$ cat src/rtl/cap_rank_sorter_if.sv
// cap_rank_sorter_if: voltage load, comparator and sorted-index signals of the rank sorter
interface cap_rank_sorter_if #(
  parameter int N    = 8,
  parameter int W    = 32,
  parameter int IDXW = $clog2(N)
);
  logic            start;
  logic            in_valid;
  logic            in_ready;
  logic [W-1:0]    in_data;
  logic [W-1:0]    cmp_vi;
  logic [W-1:0]    cmp_vj;
  logic            cmp_cij;
  logic            out_valid;
  logic            out_ready;
  logic [IDXW-1:0] out_idx;
  logic            out_last;
  logic            busy;
  modport master (
    output start, in_valid, in_data, cmp_cij, out_ready,
    input  in_ready, cmp_vi, cmp_vj, out_valid, out_idx, out_last, busy
  );
  modport slave (
    input  start, in_valid, in_data, cmp_cij, out_ready,
    output in_ready, cmp_vi, cmp_vj, out_valid, out_idx, out_last, busy
  );
endinterface

$ cat src/rtl/cap_rank_sorter.sv
// cap_rank_sorter: ranks N capacitor voltages via an external pairwise comparator and
// streams their indices highest voltage first
module cap_rank_sorter #(
  parameter int N    = 8,
  parameter int W    = 32,
  parameter int IDXW = $clog2(N)
) (
  input logic             clk,
  input logic             rst,
  cap_rank_sorter_if.slave bus
);
  typedef enum logic [2:0] {IDLE, LOAD, COMPARE, PERM, OUTPUT} state_t;
  localparam logic [IDXW-1:0] LAST = IDXW'(N - 1);
  localparam logic [IDXW-1:0] PENULT = IDXW'(N - 2);
  state_t          r_state;
  logic [W-1:0]    r_v    [N];
  logic [IDXW-1:0] r_rank [N];
  logic [IDXW-1:0] r_slot [N];
  logic [IDXW-1:0] r_cnt, r_i, r_j, r_k, r_p;
  logic            r_in_ready, r_out_valid, r_out_last, r_busy;
  logic            w_eq, w_inc;
  assign bus.cmp_vi    = r_v[r_i];
  assign bus.cmp_vj    = r_v[r_j];
  assign bus.in_ready  = r_in_ready;
  assign bus.out_valid = r_out_valid;
  assign bus.out_last  = r_out_last;
  assign bus.out_idx   = r_slot[r_p];
  assign bus.busy      = r_busy;
  // equal magnitudes resolve toward the lower index so ranks form a permutation
  assign w_eq  = r_v[r_i][W-2:0] == r_v[r_j][W-2:0];
  assign w_inc = (r_i != r_j) && (bus.cmp_cij || (w_eq && r_j < r_i));
  always_ff @(posedge clk or posedge rst) begin
    if (rst) begin
      r_state     <= IDLE;
      r_cnt       <= '0;
      r_i         <= '0;
      r_j         <= '0;
      r_k         <= '0;
      r_p         <= '0;
      r_in_ready  <= 1'b0;
      r_out_valid <= 1'b0;
      r_out_last  <= 1'b0;
      r_busy      <= 1'b0;
      for (int n = 0; n < N; n++) begin
        r_v[n]    <= '0;
        r_rank[n] <= '0;
        r_slot[n] <= '0;
      end
    end else begin
      case (r_state)
        IDLE: if (bus.start) begin
          r_state    <= LOAD;
          r_cnt      <= '0;
          r_in_ready <= 1'b1;
          r_busy     <= 1'b1;
          for (int n = 0; n < N; n++) r_rank[n] <= '0;
        end
        LOAD: if (bus.in_valid && r_in_ready) begin
          r_v[r_cnt] <= bus.in_data;
          r_cnt      <= r_cnt + 1'b1;
          if (r_cnt == LAST) begin
            r_state    <= COMPARE;
            r_in_ready <= 1'b0;
            r_i        <= '0;
            r_j        <= '0;
          end
        end
        COMPARE: begin
          if (w_inc) r_rank[r_i] <= r_rank[r_i] + 1'b1;
          r_j <= (r_j == LAST) ? '0 : r_j + 1'b1;
          if (r_j == LAST) r_i <= (r_i == LAST) ? '0 : r_i + 1'b1;
          if (r_i == LAST && r_j == LAST) begin
            r_state <= PERM;
            r_k     <= '0;
          end
        end
        PERM: begin
          r_slot[r_rank[r_k]] <= r_k;
          r_k <= r_k + 1'b1;
          if (r_k == LAST) begin
            r_state     <= OUTPUT;
            r_p         <= '0;
            r_out_valid <= 1'b1;
            r_out_last  <= 1'b0;
          end
        end
        OUTPUT: if (bus.out_ready) begin
          if (r_out_last) begin
            r_state     <= IDLE;
            r_out_valid <= 1'b0;
            r_out_last  <= 1'b0;
            r_busy      <= 1'b0;
          end else begin
            r_p        <= r_p + 1'b1;
            r_out_last <= r_p == PENULT;
          end
        end
        default: r_state <= IDLE;
      endcase
    end
  end
endmodule

$ cat src/flat_wrapper.sv
// flat-port wrapper written by rule: the top's interface ports become plain ports
module cap_rank_sorter_flat 
#(
  parameter int N    = 8,
  parameter int W    = 32,
  parameter int IDXW = $clog2(N)
)
  (clk, rst, bus_start, bus_in_valid, bus_in_data, bus_cmp_cij, bus_out_ready, bus_in_ready, bus_cmp_vi, bus_cmp_vj, bus_out_valid, bus_out_idx, bus_out_last, bus_busy);
  cap_rank_sorter_if #(.N(N), .W(W), .IDXW(IDXW)) bus_i ();
  input logic clk;
  input logic rst;
  input wire logic [$bits(bus_i.start)-1:0] bus_start;
  input wire logic [$bits(bus_i.in_valid)-1:0] bus_in_valid;
  input wire logic [$bits(bus_i.in_data)-1:0] bus_in_data;
  input wire logic [$bits(bus_i.cmp_cij)-1:0] bus_cmp_cij;
  input wire logic [$bits(bus_i.out_ready)-1:0] bus_out_ready;
  output wire logic [$bits(bus_i.in_ready)-1:0] bus_in_ready;
  output wire logic [$bits(bus_i.cmp_vi)-1:0] bus_cmp_vi;
  output wire logic [$bits(bus_i.cmp_vj)-1:0] bus_cmp_vj;
  output wire logic [$bits(bus_i.out_valid)-1:0] bus_out_valid;
  output wire logic [$bits(bus_i.out_idx)-1:0] bus_out_idx;
  output wire logic [$bits(bus_i.out_last)-1:0] bus_out_last;
  output wire logic [$bits(bus_i.busy)-1:0] bus_busy;
  assign bus_i.start = bus_start;
  assign bus_i.in_valid = bus_in_valid;
  assign bus_i.in_data = bus_in_data;
  assign bus_i.cmp_cij = bus_cmp_cij;
  assign bus_i.out_ready = bus_out_ready;
  assign bus_in_ready = bus_i.in_ready;
  assign bus_cmp_vi = bus_i.cmp_vi;
  assign bus_cmp_vj = bus_i.cmp_vj;
  assign bus_out_valid = bus_i.out_valid;
  assign bus_out_idx = bus_i.out_idx;
  assign bus_out_last = bus_i.out_last;
  assign bus_busy = bus_i.busy;
  cap_rank_sorter #(.N(N), .W(W), .IDXW(IDXW)) u_core (.clk(clk), .rst(rst), .bus(bus_i));
endmodule
$ cat config.mk
export PLATFORM = sky130hd
export DESIGN_NAME = cap_rank_sorter_flat
export DESIGN_NICKNAME = d
export VERILOG_FILES = /design/src/rtl/cap_rank_sorter_if.sv /design/src/rtl/cap_rank_sorter.sv /design/src/flat_wrapper.sv
export SDC_FILE = /design/constraint.sdc
export NUM_CORES = 1
export LEC_CHECK = 0
export CORE_UTILIZATION = 46
export CTS_CLUSTER_SIZE = 20
export DETAILED_ROUTE_END_ITERATION = 8
export PLACE_DENSITY = 0.61
export SLEW_MARGIN = 15
export SYNTH_ARGS = -nofsm -noshare
export SYNTH_HDL_FRONTEND = slang
export SYNTH_SLANG_ARGS = --single-unit
$ cat constraint.sdc
create_clock -name clk -period 34.4 [get_ports clk]
set_input_delay 6.88 -clock clk [delete_from_list [all_inputs] [get_ports clk]]
set_output_delay 6.88 -clock clk [all_outputs]
set_load 0.02 [all_outputs]
# Yosys cells after proc, flatten, opt, wreduce, memory -nomap -nowiden
# Cells that the tools add are included.
dict set report word_totals {
  regBits 326
  inputBits 38
  output_inout_bits 71
  word_cells 168
}
dict set report op_classes {
  addsub 6
  magnitude_cmp 10
  eq_ne 21
  muxes 64
  n_bitwise 6
  reduce_logical 27
}
# op count
set ops {}
lappend ops {{256-bit bitwise mux} 1}
lappend ops {{32-bit binary-select mux with 3-bit select} 2}
lappend ops {{32-bit 2-to-1 mux} 5}
lappend ops {{32-bit demux with 3-bit select} 1}
lappend ops {{3-bit 2-to-1 mux} 26}
lappend ops {{24-bit bitwise mux} 2}
lappend ops {{24-bit 2-to-1 mux} 2}
lappend ops {{24-bit one-hot mux with 2 select lines} 1}
lappend ops {{31-bit == test} 1}
lappend ops {{3-bit one-hot mux with 2 select lines} 5}
lappend ops {{3-bit binary-select mux with 3-bit select} 3}
lappend ops {{4-bit >= comparator (second input constant)} 6}
lappend ops {{3-bit inverter with 4-bit output} 6}
lappend ops {{4-bit AND reduction} 5}
lappend ops {{3-bit by 1-bit adder with 3-bit output (second input constant)} 6}
lappend ops {{3-bit demux with 3-bit select} 2}
lappend ops {{3-bit == test (second input constant)} 6}
lappend ops {{3-bit one-hot mux with 5 select lines} 1}
lappend ops {{2-bit by 1-bit != test with 1-bit output (second input constant)} 7}
lappend ops {{4-bit by 1-bit less-than comparator with 1-bit output (second input constant)} 3}
lappend ops {{3-bit AND reduction} 4}
lappend ops {{2-bit nonzero test} 6}
lappend ops {{1-bit 2-to-1 mux} 9}
lappend ops {{1-bit one-hot mux with 2 select lines} 4}
lappend ops {{other kinds (10)} 20}

# Logic depth before layout (Yosys ltp)
dict set report depth {
  depth_word 10
  depth_mapped 15
  mapped_depth_nobuf 10
}

# Worst setup path before layout
# No wires, ideal clock.
dict set report synth_path {
  kind {register to output}
  from {reg u_core.r_i[1]}
  to {out bus_cmp_vi[31]}
  t_arrival_ps 2052
  t_required_ps 27520
  slack_ps 25468
  path_stages_with_launch 10
  path_buffers 4
  cell_sequence {dfrtp_1 > buf_4 > buf_4 > inv_1 > clkbuf_1 > buf_1 > nand2_1 > nor2_1 > a22oi_1 > nand3_1}
}
dict set report synth_between {
  elab_chain_cells 4
}
# item line
set synth_rtl {}
lappend synth_rtl {{start, declared} cap_rank_sorter.sv:19} ;# logic [IDXW-1:0] r_cnt, r_i, r_j, r_k, r_p;
lappend synth_rtl {{start signal, assigned} cap_rank_sorter.sv:71} ;# if (r_j == LAST) r_i <= (r_i == LAST) ? '0 : r_i + 1'b1;
lappend synth_rtl {{3-bit inverter with 4-bit output (implied by the code)} cap_rank_sorter.sv:22} ;# assign bus.cmp_vi = r_v[r_i];
lappend synth_rtl {{32-bit binary-select mux with 3-bit select} cap_rank_sorter.sv:22}
lappend synth_rtl {{32-bit 2-to-1 mux (2 in a row)} -}
lappend synth_rtl {{end, declared} flat_wrapper.sv:18} ;# output wire logic [$bits(bus_i.cmp_vi)-1:0] bus_cmp_vi;
# No other way between the ends. The select of a mux whose other input is x is not followed.

# Worst setup path after layout
dict set report layout_path {
  from {reg u_core.r_i[1]}
  to {out bus_cmp_vi[16]}
}
# The elaborated chain is that of the path after synthesis.

==> reports/qor.csv <==
stage;metric;value;unit
setup_path;r2r startpoint;u_core.r_i[1];
die;Die H;200;um
hold_path;hold path startpoint;u_core.r_slot[16];
cells_and_area;synthesis-to-layout area growth;16.0;%
hold_path;HP Class;reg -> reg;
die;Die Span X;200;um
placement;gpl congestion;0.853;
routing;Starting DRT DRC Count;812;
clock_tree;Post-CTS Resized;0;
placement;IO Port Bufs;108;
synthesis;fraction of registers with async set/reset;100;%
setup_path;CP Class;reg -> out;
synthesis;Yosys top cell by area;dfrtp_1;
cells_and_area;nets;1494;
placement;Post-DP HPWL;31.3;mm
setup_path;crit path DAT;4.21;ns
setup_path;required time worst endpoint;27.52;ns
grt;total grt overflow;0;
grt;first-pass GRT wire length;77.3;mm
setup_path;Setup crit end kind;output pin;
routing;via count;12353;
synthesis;Syn Area/Cell;13.1;sq um
synthesis;Compound-Gate Fraction of Synth Area;7.03;%
timing;slew margin rel.;27.0;%
synthesis;Post-synth top flop;dfrtp_1;
synthesis;adder-cell share of the synthesized area;0.972;%
timing;Least-Margin Pin Slew;1.09;ns
synthesis;Synth area leaders;dfrtp_1, mux2_2, mux4_2, mux2i_1, nand2_1;
synthesis;Yosys warnings;0;
synthesis;Synth top area share;45.3;%
timing;fin worst setup slack;23.31;ns
synthesis;Synth Area in XOR/XNOR;1.56;%
die;Initial Utilization;46.6;%
timing;Final Critical Period;11.09;ns
synthesis;Cells after Synth;1374;
synthesis;Netlist cell types;56;
clock_tree;TritonCTS buffer count;38;
die;die area;40000;sq um
clock_tree;Bufs on Longest Clock Path;3;
setup_path;CP Launch Type;flop;
synthesis;main combinational cell family by area after synthesis;multiplexers;
setup_path;worst reg2reg setup slack;29.19;ns
routing;wire per inst;25.2;um
grt;number of global-route vias before repair;12535;
die;IO Count;109;
clock_tree;TritonCTS clock tree;done;
power_and_ir_drop;power per cell area;114;nW/um^2
power_and_ir_drop;Peak supply drop;0.0946;mV
synthesis;top cells by count, synth;mux2_2, dfrtp_1, mux4_2, mux2i_1, nand2_1;
synthesis;Yosys reg bits;326;
timing;setup violation total in the final timing report;0;
clock_tree;H-tree levels;2;
clock_tree;clock root cell;clkbuf_16;
clock_tree;CTS Sinks;326;
synthesis;count leader, synth;mux2_2;
setup_path;CP startpoint;u_core.r_i[1];
routing;number of detailed-route iterations in the first pass;6;
synthesis;mapped cell area;18000;sq um
routing;DRC viols;0;
timing;Fin. Hold Viols;0;
timing;Final Cycle Share;32.2;%
timing;worst clock skew;0.0207;ns
setup_path;Crit Path Max Fanout;64;
synthesis;post-synth net total;1426;
clock_tree;clk_lat worst skew;0.55;ns
timing;final slew viol count;0;
cells_and_area;Core Util, Final;54.1;%
routing;Total Routed Length;50.1;mm
routing;antenna viol nets, final;0;
run;max-cap viol count;0;
grt;initial antenna violation count;1;
grt;largest net degree at the start of global routing;162;
run_status;status;completed;
synthesis;multiplexer share of the synthesized area;36.3;%
clock_tree;Reg clk slew, reported paths;0.06;ns
clock_tree;setup bufs post-CTS;0;
synthesis;sequential share of the synthesized area;45.3;%
power_and_ir_drop;Leakage;0.00891;uW
timing;RSZ-0062 raised after global routing;false;
placement;pre-CTS setup slack;23.89;ns
routing;Vias per Instance;6.20;
clock_tree;cts hold-fix bufs;0;
synthesis;area share of and/or/nand/nor cells after synthesis;5.20;%
cells_and_area;share of layout cells above drive strength 1;36.3;%
timing;highest clock rate;90.1;MHz
timing;accumulated negative setup slack;0;ns
timing;WHS;0.498;ns
synthesis;Post-synth EDFFs;0;
die;Core Footprint;38600;sq um
grt;global-route usage over all layers;25.8;%
die;FP Rows;72;
==> worst paths after layout <==
| check | endpoint | cells past startpoint |
|---|---|---|
| hold reg to reg | u_core.r_slot[16] | 1 |
| max in group asynchronous | u_core.r_i[2] | 3 |
| min in group asynchronous | u_core.r_slot[11] | 2 |
| setup / recovery | bus_cmp_vi[16] | 6 |
| setup reg to reg | u_core.r_rank[22] | 10 |
| hold / removal | u_core.r_slot[16] | 1 |
==> logic make-up after synthesis <==
group	Yosys count
buf+inv	147
compound gates	168
xor+xnor	32
flops	326
fa+ha+maj	14
simple gates	184
mux	503
==> per-layer routing <==
metal / track usage [%] / vias up / routed length, um
met4: 8.11 / 0 / 1370
met2: 41.7 / 421 / 24300
met3: 4.02 / 93 / 2760
met1: 35.7 / 6483 / 21600
li1: - / 5356 / -
met5: 0 / - / 0
==> registers in the layout, indices dropped and copies added, names as in the netlist <==
| signal | cells |
|---|---|
| u_core.bus.out_last | 1 |
| u_core.r_k | 3 |
| u_core.r_j | 3 |
| u_core.r_cnt | 3 |
| u_core.r_rank | 24 |
| u_core.bus.out_valid | 1 |
| u_core.bus.in_ready | 1 |
| u_core.r_i | 3 |
| u_core.r_p | 3 |
| u_core.bus.busy | 1 |
| u_core.r_state | 3 |
| u_core.r_v | 256 |
| u_core.r_slot | 24 |
==> cell type report <==
type / instances / area (sq um)
fillers: 3269 / 17800
multi-input cells: 901 / 9240
flip-flops and latches: 326 / 8180
repair buffers: 131 / 1270
clock buffers: 49 / 1080
well taps: 518 / 648
clock inverters: 21 / 308
inverters: 44 / 173
diodes: 1 / 2.50
==> report_power, final <==
group	total (uW)	internal [uW]	switching, uW
combinational	1250	623	630
sequential	693	536	157
clock	446	276	170
total	2390	1440	956
==> cells in the final DEF, fill, tap and decap left out, types with 8 or more instances in the layout <==
cell             count
a21oi_1              9
a221o_1             23
a221oi_1            15
a22oi_1             17
buf_4               22
clkbuf_16           38
clkbuf_8             9
clkdlybuf4s50_1    108
clkinv_2             8
dfrtp_1            320
ha_1                14
inv_1               41
mux2_2             335
mux2i_1             79
mux4_2              87
nand2_1             78
nand3_1             15
nand3b_1            10
nor2_1              22
nor2b_1              8
o211ai_1            36
o21ai_0             29
xnor2_1             16
xor2_1              16
==> per-stage QoR <==
step                cell area, sq um  total power [uW]  instances
floorplan                      18000              1510       1374
global placement               19500              1940       1920
detailed placement             19500              1950       1920
CTS                            20900              2400       1990
global route                   20900              2520       1990
finish                         20900              2390       1991
==> worst max-delay path, cell delays in order (launching register included) <==
cell and delay (ns):
dfrtp_4 0.67, buf_4 0.78, nor2_1 0.42, a221o_1 0.45, a222oi_1 0.65, inv_1 0.11
clkdlybuf4s50_1 0.56
Note: power is estimated with default switching activity, not from simulation.
